## config.mk

```make
export PLATFORM = sky130hd
export DESIGN_NAME = pll_reset_sequencer
export DESIGN_NICKNAME = d
export VERILOG_FILES = /design/src/rtl/pll_reset_sequencer.sv
export SDC_FILE = /design/constraint.sdc
export NUM_CORES = 1
export LEC_CHECK = 0
export BUFFER_PORTS_ARGS = -buffer_cell sky130_fd_sc_hd__buf_2
export CORE_ASPECT_RATIO = 0.7
export CORE_MARGIN = 2
export CORE_UTILIZATION = 54
export DETAILED_ROUTE_END_ITERATION = 7
export PLACE_DENSITY = 0.76
export SYNTH_ARGS = -nofsm -noshare
export SYNTH_HDL_FRONTEND = slang
export SYNTH_SLANG_ARGS = --single-unit
```

## constraint.sdc

```tcl
create_clock -name clk_13_mhz -period 1.8 [get_ports clk_13_mhz]
set_input_delay 0 -clock clk_13_mhz [delete_from_list [all_inputs] [get_ports clk_13_mhz]]
set_output_delay 0 -clock clk_13_mhz [all_outputs]
set_load 0.02 [all_outputs]
```

## src/rtl/pll_reset_sequencer.sv

```systemverilog
// Synchronises the raw PLL lock flag, qualifies it for a programmable time and
// releases a sequenced reset; re-asserts reset and logs events on loss of lock.
module pll_reset_sequencer #(
    parameter int SYNC_STAGES        = 2,
    parameter int LOCK_STABLE_CYCLES = 1024,
    parameter int RESET_HOLD_CYCLES  = 16,
    parameter int CNT_W              = 8
) (
    input  logic             clk_13_mhz,
    input  logic             rst,
    input  logic             pll_locked,
    input  logic             sw_reset_req,
    output logic             sys_rst,
    output logic             sys_ready,
    output logic             lock_lost,
    output logic [CNT_W-1:0] lock_lost_cnt,
    output logic [1:0]       seq_state
);

    localparam int CNT_MAX = (LOCK_STABLE_CYCLES > RESET_HOLD_CYCLES) ?
                             LOCK_STABLE_CYCLES : RESET_HOLD_CYCLES;
    localparam int CTR_W   = ($clog2(CNT_MAX) < 1) ? 1 : $clog2(CNT_MAX);
    localparam logic [CTR_W-1:0] STABLE_LAST = CTR_W'(LOCK_STABLE_CYCLES - 1);
    localparam logic [CTR_W-1:0] HOLD_LAST   = CTR_W'(RESET_HOLD_CYCLES - 1);
    localparam logic [CTR_W-1:0] CTR_ZERO    = CTR_W'(1'b0);
    localparam logic [CTR_W-1:0] CTR_ONE     = CTR_W'(1'b1);

    typedef enum logic [1:0] {
        ST_WAIT_LOCK = 2'd0,
        ST_STABILIZE = 2'd1,
        ST_HOLD_RST  = 2'd2,
        ST_RUN       = 2'd3
    } seq_state_e;

    logic [SYNC_STAGES-1:0] sync_r;
    logic                   locked_s;
    seq_state_e             state_r;
    seq_state_e             state_nxt_s;
    logic [CTR_W-1:0]       ctr_r;
    logic [CTR_W-1:0]       ctr_nxt_s;
    logic                   sys_rst_r;
    logic                   sys_ready_r;
    logic                   lock_lost_r;
    logic                   lock_lost_nxt_s;
    logic [CNT_W-1:0]       lost_cnt_r;
    logic [CNT_W-1:0]       lost_cnt_nxt_s;

    // Saturating increment so the diagnostic count never wraps back to zero.
    function automatic logic [CNT_W-1:0] sat_inc(input logic [CNT_W-1:0] value);
        logic [CNT_W-1:0] result;
        if (value == {CNT_W{1'b1}}) begin
            result = value;
        end else begin
            result = value + CNT_W'(1'b1);
        end
        return result;
    endfunction

    // Lock flag synchroniser; the only consumer of the raw pll_locked input.
    always_ff @(posedge clk_13_mhz) begin
        if (rst) begin
            sync_r <= {SYNC_STAGES{1'b0}};
        end else begin
            sync_r <= {sync_r[SYNC_STAGES-2:0], pll_locked};
        end
    end

    assign locked_s = sync_r[SYNC_STAGES-1];

    // Next-state, counter and diagnostic logic; lock loss is tested first in every state.
    always_comb begin
        state_nxt_s     = state_r;
        ctr_nxt_s       = ctr_r;
        lock_lost_nxt_s = lock_lost_r;
        lost_cnt_nxt_s  = lost_cnt_r;
        case (state_r)
            ST_WAIT_LOCK: begin
                ctr_nxt_s = CTR_ZERO;
                if (locked_s) begin
                    state_nxt_s = ST_STABILIZE;
                end else begin
                    state_nxt_s = ST_WAIT_LOCK;
                end
            end
            ST_STABILIZE: begin
                if (!locked_s) begin
                    state_nxt_s = ST_WAIT_LOCK;
                    ctr_nxt_s   = CTR_ZERO;
                end else if (ctr_r == STABLE_LAST) begin
                    state_nxt_s = ST_HOLD_RST;
                    ctr_nxt_s   = CTR_ZERO;
                end else begin
                    ctr_nxt_s = ctr_r + CTR_ONE;
                end
            end
            ST_HOLD_RST: begin
                if (!locked_s) begin
                    state_nxt_s = ST_WAIT_LOCK;
                    ctr_nxt_s   = CTR_ZERO;
                end else if (sw_reset_req) begin
                    ctr_nxt_s = CTR_ZERO;
                end else if (ctr_r == HOLD_LAST) begin
                    state_nxt_s = ST_RUN;
                    ctr_nxt_s   = CTR_ZERO;
                end else begin
                    ctr_nxt_s = ctr_r + CTR_ONE;
                end
            end
            ST_RUN: begin
                ctr_nxt_s = CTR_ZERO;
                if (!locked_s) begin
                    state_nxt_s     = ST_WAIT_LOCK;
                    lock_lost_nxt_s = 1'b1;
                    lost_cnt_nxt_s  = sat_inc(lost_cnt_r);
                end else if (sw_reset_req) begin
                    state_nxt_s = ST_HOLD_RST;
                end else begin
                    state_nxt_s = ST_RUN;
                end
            end
            default: begin
                state_nxt_s = ST_WAIT_LOCK;
                ctr_nxt_s   = CTR_ZERO;
            end
        endcase
    end

    // State, counter and outputs; outputs are registered from the next state so they track state_r.
    always_ff @(posedge clk_13_mhz) begin
        if (rst) begin
            state_r     <= ST_WAIT_LOCK;
            ctr_r       <= CTR_ZERO;
            sys_rst_r   <= 1'b1;
            sys_ready_r <= 1'b0;
            lock_lost_r <= 1'b0;
            lost_cnt_r  <= {CNT_W{1'b0}};
        end else begin
            state_r     <= state_nxt_s;
            ctr_r       <= ctr_nxt_s;
            sys_rst_r   <= (state_nxt_s != ST_RUN);
            sys_ready_r <= (state_nxt_s == ST_RUN);
            lock_lost_r <= lock_lost_nxt_s;
            lost_cnt_r  <= lost_cnt_nxt_s;
        end
    end

    assign sys_rst       = sys_rst_r;
    assign sys_ready     = sys_ready_r;
    assign lock_lost     = lock_lost_r;
    assign lock_lost_cnt = lost_cnt_r;
    assign seq_state     = state_r;

endmodule

```

==> summary.md <==
| Metric | Value |
|---|---|
| Outcome | finished, final reports clean |
| CP required | 2000 ps |
| Busiest grt layer | met2 |
| Layout cells sized above 1 | 20.3% |
| Min Tclk post-route | approximately 1600 ps |
| Final Hold Viols | 0 |
| Setup TNS Final | 0 ps |
| GR Util met1 | 28.4% |
| Clock-pin transition on the worst setup and hold timing paths | about 120 ps |
| Vias after detailed routing | 871 |
| Port bufs | 16 |
| Critical path class | flop to flop |
| Share of the synthesized area in the top cell type | 45.1% |
| Clock power frac | ~30% |
| Worst Setup Slack, final | 212 ps |
| Post-synth EDFFs | 0 |
| Leakage | between 0.0005 and 0.0006 uW |
| Post-synthesis net count | 122 |
| Hold slack final | 421 ps |
| Slew @ Worst Pin | around 470 ps |
| Vias/cell | 5.44 |
| Initial antenna violation count | 0 |
| Post-route ant nets | 0 |
| Synthesized flop and latch total | 25 |
| # diodes | 0 |
| VDD IR max | 0.663 mV |
| Clock latency on the worst-skew pair | slightly above 300 ps |
| Area growth syn-to-layout | 14.2% |
| Routed wire length per instance | 13.3 um |
| P_int | between 600 and 700 uW |
| Switching pwr | 172 uW |
| Largest net degree at the start of global routing | 14 |
| Count leader, synth | dfxtp_1 |
| Total power | 825 uW |
| First-pass GRT wire length | 3750 um |
| Top FF cell, synth | dfxtp_1 |
| Drt first-iter violations | 32 |
| Clk root buf | clkbuf_4 |
| CTS buffer count | 3 |
| H-Tree Depth | 1 |
| Worst slack, placed | approximately 130 ps |
| Max Root-Sink Buffers | 2 |
| Gpl congestion | roughly 0.76 |
| Critical path peak fanout | 8 |
| DR pass1 iterations | 4 |
| Slowest CP cell | dfxtp_1 |
| Tot GR Track Use | just over 20% |
| Post-CTS Setup Bufs | 0 |
| Switching share of power | 20.9% |
| Crit-path cells | ha_1 -> and3_2 -> nand4_4 -> a32oi_4 -> nor2_1 |
| Synth Warn # | 0 |
| Vias in the first global route | 814 |
| FP Rows | 13 |
| Post-route DRC | 0 |
| Nets | 145 |
| Mapped Area | 1110 sq um |
| Fill cells | 164 |
| GR Overflow Total | 0 |
| RSZ-0062 raised after global routing | no |
| Final HPWL DP | ~1600 um |
| Startpoint types | flop |
| Synth area leader | dfxtp_1 |
| Die area | 2440 sq um |
| IO Count | 17 |
| Cells after Synth | around 120 |
| PwrDens | 651 nW/um^2 |
| Max Cap Viol | 0 |
| Worst Path Arrival | between 1500 and 2000 ps |
| Asr flop ratio synth | 0% |
| Core area | 1900 sq um |
| Final WL | roughly 2100 um |
| Initial core utilization | approximately three fifths |
| Slowest stage delay, CP | 390 ps |
| Top cells by area, synth | dfxtp_1 (45%), nor2_1 (7.1%), xor2_1 (5.5%) |
| Met3 Track Usage GR | between 7 and 8% |
| Die W | between 50 and 60 um |
| Met2 usage | approximately 30% |
| Sequential element share of the synthesized area | between 40% and 50% |
| CTS tree | yes |
| Worst clock skew | between 7 and 8 ps |
| Combinational share of power | between 2 and 3% |
| Clock sink count | 25 |
| Fmax | about 630 MHz |
| Worst Hold Class | primary input to flop |
| Sequential share of power | between 60% and 70% |
| Final period util | 88.2% |
| Yosys cell types | 37 |
| Post-synth top cells | dfxtp_1 (25), nor2_1 (21), xor2_1 (7) |
| Syn_area_per_cell | 9.57 sq um |
| Max-slew headroom | 68.4% |
| Die height | roughly 42 um |
| Critical path endpoint category | flop |
| Fin. max-slew vios | 0 |
| Setup-failing EPs final | 0 |
final cells by class:
type / count / area [sq um] / share of cell area, %
multi-input combinational: 85 / 577 / 45.5
clock buffer: 4 / 26.3 / 2.07
timing repair buffer: 21 / 125 / 9.87
tap: 22 / 27.5 / 2.17
sequential: 25 / 500 / 39.5
inverter: 3 / 11.3 / 0.888
through the flow:
step	area, sq um	util (%)	instances
global placement	1210	63.6	153
floorplan	1110	-	116
global route	1270	66.6	160
finish	1270	66.6	160
CTS	1270	66.5	160
detailed placement	1210	63.6	153
placed cells by master, fill, tap and decap left out, drive strengths merged, types with 4 or more instances in the layout:
cell type  instances
nor2              21
buf               18
nand2              4
nand3              4
nand4              4
dfxtp             25
nor2b              6
xor2               7
clkbuf             4
power by group through the flow:
stage,sequential (uW),combinational [uW],clock (uW)
4_1_cts,557,21.4,259
3_5_place_dp,570,16.5,0
6_report,557,21.6,247
3_3_place_gp,570,16.2,0
2_1_floorplan,570,9.33,0
5_1_grt,558,23.6,278
timing repair:
item                                    4_1_cts  5_1_grt
endpoints found under the setup margin        0        4
hold buffers                                  3        0
hold endpoints to repair                      5        0
resized for setup                             0        2
final timing paths:
kind / from / endpoint / slack [ps] / depth (start not counted)
setup reg to reg: ctr_r[0] / ctr_r[2] / 210 / 5
setup / recovery: ctr_r[0] / ctr_r[2] / 210 / 5
hold reg to reg: sync_r[0] / sync_r[1] / 450 / 1
hold / removal: pll_locked / sync_r[0] / 420 / 3
critical path: cells and delay by family (launching register included):
family                     cells  cell delay [ps]
adders and majority gates      1              200
and+or+nand+nor                3              520
DFF                            1              390
AOI/OAI and AO/OA              1              360
cells by family after synthesis:
kind of cell	Yosys count	synth area share (%)
xor gates and xnor gates	10	7.89
adders and majority gates	2	2.25
and+or+nand+nor	56	28.6
muxes	1	0.902
AOI/OAI and AO/OA	16	12.2
buffers and inverters	6	3.04
DFF	25	45.1
per-layer routing:
metal  routed length (um)  vias up
met4                   13        0
met1                 1090      393
met2                  916       20
li1                     -      456
met5                    0        -
met3                  105        2
flip-flops by register name (all words and copies together), names as in the netlist:
name           count
sys_ready          1
sync_r             2
ctr_r             10
lock_lost          1
lock_lost_cnt      8
sys_rst            1
seq_state          2
Note: power is estimated with default switching activity, not from simulation.
